## src/rtl/clock_works_pkg.sv

```systemverilog
// clock_works_pkg: default build constants for the clock/reset front-end
package clock_works_pkg;
    localparam int SLOW_DEFAULT           = 19;
    localparam int RESET_POLARITY_DEFAULT = 1;
    localparam int RESET_HOLD_DEFAULT     = 4;
endpackage

```

## src/rtl/clock_works_sync_2ff.sv

```systemverilog
// sync_2ff: generic two-flop synchronizer, powers up cleared
module sync_2ff
    import clock_works_pkg::*;
#(
    parameter int WIDTH = 1
) (
    input  logic             clk,
    input  logic [WIDTH-1:0] d,
    output logic [WIDTH-1:0] q
);
    logic [WIDTH-1:0] meta = '0;
    logic [WIDTH-1:0] sync = '0;
    // two back-to-back flops give metastability a full cycle to settle
    always_ff @(posedge clk) begin
        meta <= d;
        sync <= meta;
    end
    assign q = sync;
endmodule

```

## src/rtl/clock_works.sv

```systemverilog
// clock_works: divides CLK into the core clock clk and builds a clean core reset
module clock_works
    import clock_works_pkg::*;
#(
    parameter int SLOW           = SLOW_DEFAULT,
    parameter int RESET_POLARITY = RESET_POLARITY_DEFAULT,
    parameter int RESET_HOLD     = RESET_HOLD_DEFAULT
) (
    input  logic CLK,
    input  logic RESET,
    output logic clk,
    output logic reset
);
    localparam int   HW  = $clog2(RESET_HOLD + 1);
    localparam logic POL = RESET_POLARITY[0];
    logic [SLOW:0]   div_cnt  = '0;
    logic [HW-1:0]   hold_cnt = '0;
    logic            reset_r  = 1'b1;
    logic            btn;
    logic            btn_s;
    // free-running divider; never reset so the core clock runs through reset
    always_ff @(posedge CLK)
        div_cnt <= div_cnt + (SLOW+1)'(1);
    assign clk = div_cnt[SLOW];
    assign btn = RESET ^ ~POL;
    sync_2ff #(.WIDTH(1)) u_btn_sync (
        .clk (CLK),
        .d   (btn),
        .q   (btn_s)
    );
    // press forces reset and restarts the hold; release counts out the hold first
    always_ff @(posedge clk) begin
        if (btn_s) begin
            reset_r  <= 1'b1;
            hold_cnt <= '0;
        end else if (hold_cnt != HW'(RESET_HOLD))
            hold_cnt <= hold_cnt + 1'b1;
        else
            reset_r <= 1'b0;
    end
    assign reset = reset_r;
endmodule

```

## config.mk

```make
export PLATFORM = sky130hd
export DESIGN_NAME = clock_works
export DESIGN_NICKNAME = d
export VERILOG_FILES = /design/src/rtl/clock_works_pkg.sv /design/src/rtl/clock_works_sync_2ff.sv /design/src/rtl/clock_works.sv
export SDC_FILE = /design/constraint.sdc
export NUM_CORES = 1
export LEC_CHECK = 0
export ABC_CLOCK_PERIOD_IN_PS = 1650
export BUFFER_PORTS_ARGS = -buffer_cell sky130_fd_sc_hd__buf_2
export CAP_MARGIN = 20
export CORE_MARGIN = 2
export CORE_UTILIZATION = 57
export DETAILED_ROUTE_END_ITERATION = 7
export GPL_TIMING_DRIVEN = 1
export PLACE_DENSITY = 0.74
export SKIP_LAST_GASP = 1
export SLEW_MARGIN = 20
export SYNTH_ARGS = -nofsm -noshare
export SYNTH_HDL_FRONTEND = slang
export SYNTH_SLANG_ARGS = --single-unit
```

## constraint.sdc

```tcl
create_clock -name CLK -period 1.65 [get_ports CLK]
set_input_delay 0.33 -clock CLK [delete_from_list [all_inputs] [get_ports CLK]]
set_output_delay 0.33 -clock CLK [all_outputs]
set_load 0.01 [all_outputs]
```

; After elaboration in Yosys (flattened, before gate mapping)
; Index checks and enable logic that the tools add are counted.
; W data, S select, Z words.
[word_totals]
regBits = 26
[classes]
addsub = 2
n_eq_ne = 1
[op_table]
columns = op, count
row1 = $add A20 B1 Y20 const B, 1
row2 = $add A3 B1 Y3 const B, 1
row3 = $ne A3 B3 Y1 const B, 1

; Depth between registers and ports, before layout
; Gate-level depths: netlist of the first run.
[logic_depth]
ltp_word = 1
ltp_mapped = 5
ltp_nobuf = 5

; By module
; Synthesis of the first run repeated with hierarchy kept, for this count alone.
[hier_totals]
cells_unflattened = 95
hier_area_um2 = 970.9
[modules_own_cells]
columns = mod, n_inst, cells_each, area_each_um2, seq_area_each_um2
row1 = clock_works, 1, 93, 930.9, 480.5
row2 = sync_2ff, 1, 2, 40.0, 40.0

==> impl_metrics.csv, run 1 <==
group,metric,value,unit
status,status,"completed",
layout,fin_nets,105,
place,dp_worst_setup_slack,0.245,ns
setup_path,crit_type,"reg2reg",
power,leakage,0.402,nW
detailed_routing,wl_per_cell,11.3,um
sta,rsz0062_at_grt,"no",
detailed_routing,drt_iter0_drc,5,
setup_path,path_max_fanout,6,
global_routing,grt_max_degree,12,
clock_network,postCtsSetupBuffers,0,
sta,fin_crit,1.39,ns
global_routing,grtUsageTotal,0.153,
layout,final_cell_mix,"26 x dfxtp_1, 13 x xnor2_1, 9 x nand3_1",
power,p_per_area,731,mW/mm2
layout,synthToLayoutAreaGrowth,5.95,%
setup_path,path_cells,"nand4_4, nor4_4, nand4_1, xnor2_1",
sta,layout_setup_ws,0.262,ns
sta,unclocked_pins,4,
clock_network,cts_resized,0,
clock_network,cts_htree_levels,1,
setup_path,critPathSlowestCell,"dfxtp_1",
clock_network,cts_root_buffer,"clkbuf_4",
detailed_routing,vias,603,
clock_network,tritoncts,"built",
synth,synth-seq-cells,26,
sta,timing.final.crit_share,0.841,
sta,fin_skew,0.00568,ns
setup_path,cp_data_required_time,1.86,ns
clock_network,numCtsBuffers,3,
power,p_total,0.765,mW
sta,fmax,720,MHz
place,portBuffers,3,
sta,worstMarginPinSlew,0.350,ns
detailed_routing,ant_nets,0,
clock_network,cts.hold.buffers_added,0,
sta,final_max_slew_viol_count,0,
sta,untimed_endpoints,5,
clock_network,path_clk_slew,0.11,ns
detailed_routing,drc,0,
flow_run,cap_violations,0,
synth,syn_area,988,um2
synth,yosysTopAreaCellShare,0.527,
setup_path,arrival,1.59,ns
floorplan,rows,15,
global_routing,grt_first_pass_wirelength,2.14,mm
sta,finalHoldViolations,0,
setup_path,cpPeakStageDelay,0.46,ns
clock_network,worstSkewPairLatency,0.30,ns
floorplan,io_pins,4,
global_routing,grt_pass1_vias,514,
floorplan,initial_utilization,0.592,
synth,synth-seq-area-share,0.527,
floorplan,die_height,45.6,um
synth,syn_avg_cell_area,10.7,um2
layout,layout-drive-gt1-share,0.112,
sta,maxSlewHeadroom,0.764,
synth,yosysTopAreaCell,"dfxtp_1",
sta,fin_tns_setup,0,ns
synth,synth_nets,97,
clock_network,clockBufferDepth,2,
layout,utilization,0.627,
detailed_routing,totalWireLength,1.30,mm
setup_path,cp-end-kind,"flip-flop",
floorplan,fp.dieW,45.6,um
synth,yosysWarnings,0,
worst_hold_path,hp-class,"in2reg",
floorplan,core,0.00167,mm2
place,gp_congestion,0.714,
place,dp_hpwl,1.01,mm
layout,layout_commonest_cell,"dfxtp_1",
power,ir_drop,653,uV
synth,syn_inst,92,
global_routing,grt-ovfl-total,0,
synth,synth_cell_types,19,
floorplan,die_area,0.00208,mm2
synth,synth.top_cells.by_area,"dfxtp_1 53%, xnor2_1 12%, xor2_1 5.3%",
sta,setup_viol,0,
global_routing,grt_antenna_before_repair,0,
detailed_routing,firstDrtPassIters,4,
setup_path,critPathLaunchType,"flip-flop",
detailed_routing,avgViaCountPerCell,5.24,
layout,antennaDiodeCount,0,
-- final cells by class --
| class | instances | area, um2 |
|---|---|---|
| fillers | 133 | 623 |
| flip-flops and latches | 26 | 520 |
| multi-input cells | 59 | 442 |
| inverters | 7 | 26.3 |
| clock buffers | 3 | 22.5 |
| well taps | 17 | 21.3 |
| repair buffers | 3 | 15.0 |
-- sequential cells by signal (all words and copies together), names as in the netlist --
signal,count
div_cnt,20
hold_cnt,3
reset,1
u_btn_sync.meta,1
u_btn_sync.q,1
-- path summary, 6_finish.rpt --
path	cells after the start	slack [ns]	start	to
worst max-delay path	4	0.26	div_cnt[2]$_DFF_P_	div_cnt[15]$_DFF_P_
worst min-delay path	1	0.13	RESET	u_btn_sync.meta$_DFF_P_
worst min register to register	0	0.34	u_btn_sync.meta$_DFF_P_	u_btn_sync.q$_DFF_P_
worst max register to register	4	0.26	div_cnt[2]$_DFF_P_	div_cnt[15]$_DFF_P_
-- logic make-up (layout without fill, tap and decap cells) --
| logic type | after synthesis | after routing | synth area share |
|---|---|---|---|
| simple gates | 35 | 35 | 0.228 |
| compound gates | 2 | 2 | 0.0127 |
| fa+ha+maj | 3 | 3 | 0.0380 |
| flops | 26 | 26 | 0.527 |
| buf+inv | 7 | 13 | 0.0266 |
| xor+xnor | 19 | 19 | 0.168 |
-- power by group --
group	leakage, nW	internal (mW)	total [mW]	switching (mW)
logic	0.177	0.00128	0.00178	0.000503
registers	0.211	0.534	0.535	0.00156
clock network	0.0138	0.0852	0.228	0.143
total	0.402	0.620	0.765	0.145
-- cells in the mapped netlist --
library cell	instances
dfxtp_1	26
xnor2_1	13
nand3_1	9
inv_1	7
nand2_1	7
xor2_1	6
nor2_1	5
ha_1	3
nand4_1	3
nor3_1	3
nor4_4	2
a21o_1	1
a21oi_1	1
and3_1	1
and4_1	1
nand3_2	1
nand4_4	1
nor2_2	1
nor4_1	1
-- routing by layer --
| layer | share of wire | up-vias | global-route usage | wire (um) |
|---|---|---|---|---|
| met3 | 0.018 | 4 | 0.0238 | 24 |
| met5 | 0 | - | 0 | 0 |
| met4 | 0.038 | 0 | 0.141 | 50 |
| met1 | 0.44 | 276 | 0.174 | 575 |
| li1 | - | 318 | - | - |
| met2 | 0.50 | 5 | 0.242 | 650 |
-- metrics by stage --
step | hold slack, ns | instance area [um2] | cells
5_1_grt | 0.110 | 1050 | 115
6_report | 0.126 | 1050 | 115
3_5_place_dp | 0.318 | 1020 | 112
3_3_place_gp | 0.312 | 1020 | 112
2_1_floorplan | 0.310 | 988 | 92
4_1_cts | 0.119 | 1050 | 115
-- critical path, delay by kind of cell, from the launching register on --
family | cells | cell delay [ns]
xor gates and xnor gates | 1 | 0.14
DFF | 1 | 0.46
and+or+nand+nor | 3 | 0.70
Power figures use the tool's default switching activity.
==> inputs of run 2 (changes only) <==
--- a/config.mk
+++ b/config.mk
@@ -5,7 +5,7 @@
 export SDC_FILE = /design/constraint.sdc
 export NUM_CORES = 1
 export LEC_CHECK = 0
-export ABC_CLOCK_PERIOD_IN_PS = 1650
+export ABC_CLOCK_PERIOD_IN_PS = 1300
 export BUFFER_PORTS_ARGS = -buffer_cell sky130_fd_sc_hd__buf_2
 export CAP_MARGIN = 20
 export CORE_MARGIN = 2
==> constraint.sdc (replaced) <==
create_clock -name CLK -period 1.3 [get_ports CLK]
set_input_delay 0.26 -clock CLK [delete_from_list [all_inputs] [get_ports CLK]]
set_output_delay 0.26 -clock CLK [all_outputs]
set_load 0.01 [all_outputs]
==> impl_metrics.csv, run 2 (synthesis results as in run 1) <==
group,metric,value,unit
power,p_per_area,887,mW/mm2
setup_path,critPathSlowestCell,"dfxtp_2",
place,place_inst,121,
setup_path,crit_type,"reg2reg",
status,status,"completed",
setup_path,cp_data_required_time,1.50,ns
floorplan,core,0.00167,mm2
worst_hold_path,hold_depth,1,
worst_hold_path,hp-class,"in2reg",
global_routing,grt_pass1_vias,683,
clock_network,numCtsBuffers,3,
global_routing,grt_first_pass_wirelength,2.74,mm
layout,layout_commonest_cell,"dfxtp_1",
sta,fin_skew,0.00367,ns
layout,layout-drive-gt1-share,0.324,
layout,largestRegisters,"div_cnt: 20 flops, hold_cnt: 3 flops",
sta,fin_crit,1.27,ns
global_routing,grtUsageTotal,0.184,
floorplan,initial_utilization,0.592,
sta,setup_viol,0,
clock_network,cts_root_buffer,"clkbuf_4",
detailed_routing,vias,652,
sta,untimed_endpoints,5,
detailed_routing,totalWireLength,1.69,mm
floorplan,die_height,45.6,um
layout,instances_no_fill,125,
clock_network,tritoncts,"built",
floorplan,die_area,0.00208,mm2
setup_path,r2r-start,"div_cnt[0]$_DFF_P_",
setup_path,critPathLaunchType,"flip-flop",
sta,timing.final.crit_share,0.981,
sta,worstMarginPinSlew,0.281,ns
setup_path,path_max_fanout,4,
layout,fin_area,0.00117,mm2
setup_path,crit_family,"simple AND/OR/NAND/NOR gates",
clock_network,cts_htree_levels,1,
setup_path,worstRegToRegCells,4,
clock_network,cts.hold.buffers_added,0,
detailed_routing,avgViaCountPerCell,5.22,
sta,maxSlewHeadroom,0.811,
place,gp_congestion,0.726,
sta,fin_tns_setup,0,ns
sta,final_max_slew_viol_count,0,
setup_path,worst-path-buf-inv,0,
worst_hold_path,min_from,"RESET",
detailed_routing,wl_per_cell,13.5,um
layout,synthToLayoutAreaGrowth,18.5,%
setup_path,reg2reg_slack,0.03,ns
layout,largest_reg_flops,20,
floorplan,io_pins,4,
layout,regMostFlops,"div_cnt",
floorplan,fp.dieW,45.6,um
clock_network,worstSkewPairLatency,0.30,ns
power,leakage,0.469,nW
place,portBuffers,3,
clock_network,path_clk_slew,0.11,ns
detailed_routing,drc,0,
setup_path,arrival,1.47,ns
detailed_routing,drt_iter0_drc,3,
setup_path,cp-end-kind,"flip-flop",
detailed_routing,firstDrtPassIters,4,
worst_hold_path,holdPathEnd,"u_btn_sync.meta$_DFF_P_",
sta,fmax,784,MHz
global_routing,grt_max_degree,13,
global_routing,grt-ovfl-total,0,
floorplan,rows,15,
setup_path,cpPeakStageDelay,0.38,ns
sta,unclocked_pins,4,
clock_network,clockBufferDepth,2,
layout,fin_nets,114,
place,place_area,0.00109,mm2
place,dp_hpwl,1.17,mm
layout,antennaDiodeCount,0,
flow_run,cap_violations,0,
sta,finalHoldViolations,0,
layout,fillerInstances,128,
setup_path,path_cells,"nand2_2, nor4_4, nand4_1, xnor2_1",
power,ir_drop,821,uV
global_routing,grt_antenna_before_repair,0,
detailed_routing,ant_nets,0,
setup_path,r2r_end,"div_cnt[17]$_DFF_P_",
layout,final_cell_mix,"15 x dfxtp_1, 13 x xnor2_1, 10 x dfxtp_2",
-- run 2: worst max-delay path by stage --
stage | from | endpoint | slack (ns) | cells past startpoint
6_report | div_cnt[0]$_DFF_P_ | div_cnt[17]$_DFF_P_ | 0.03 | 4
5_1_grt | div_cnt[11]$_DFF_P_ | div_cnt[15]$_DFF_P_ | -0.02 | 4
4_1_cts | div_cnt[0]$_DFF_P_ | div_cnt[14]$_DFF_P_ | -0.02 | 5
3_5_place_dp | div_cnt[0]$_DFF_P_ | div_cnt[15]$_DFF_P_ | -0.02 | 4
3_3_place_gp | div_cnt[2]$_DFF_P_ | div_cnt[19]$_DFF_P_ | 0.04 | 4
2_1_floorplan | div_cnt[2]$_DFF_P_ | div_cnt[15]$_DFF_P_ | 0.02 | 4
-- run 2: final cells by class --
cell class	instances	area, um2	area share
Multi-Input combinational cell	59	468	0.400
Clock buffer	4	36.3	0.0310
Tap cell	17	21.3	0.0182
Timing Repair Buffer	12	82.6	0.0705
Inverter	7	26.3	0.0224
Sequential cell	26	537	0.458
-- run 2: worst reg2reg max path, cell delays in order (launching register included) --
cell and delay [ns]:
dfxtp_2 0.38, nand2_2 0.12, nor4_4 0.36, nand4_1 0.18, xnor2_1 0.15
-- run 2: repair_timing --
action                                 in CTS  in global routing
resized for setup                           5                 12
pin swaps                                   2                  2
setup buffers                               0                  0
endpoints found under the hold margin       0                  0
setup endpoints to repair                   3                 11
-- run 2: where the power goes --
group	total [mW]	switching (mW)	internal, mW
Combinational	0.00261	0.000962	0.00165
Sequential	0.677	0.00205	0.675
Clock	0.359	0.189	0.171
-- run 2: per-layer routing --
layer / GRT usage / wire [um] / vias up
met5: 0 / 0 / -
met4: 0.0706 / 13 / 0
met3: 0.0238 / 25 / 2
met2: 0.361 / 968 / 6
met1: 0.192 / 682 / 307
li1: - / - / 337
-- run 2: metrics by stage --
step	worst slack, ns	util	power, mW	hold WS [ns]
finish	0.0252	0.701	1.04	0.0669
global route	-0.0210	0.701	1.07	0.0528
CTS	-0.0161	0.684	1.05	0.0619
detailed placement	-0.0210	0.654	0.698	0.335
global placement	0.0449	0.654	0.697	0.311
floorplan	0.0187	-	0.695	0.288
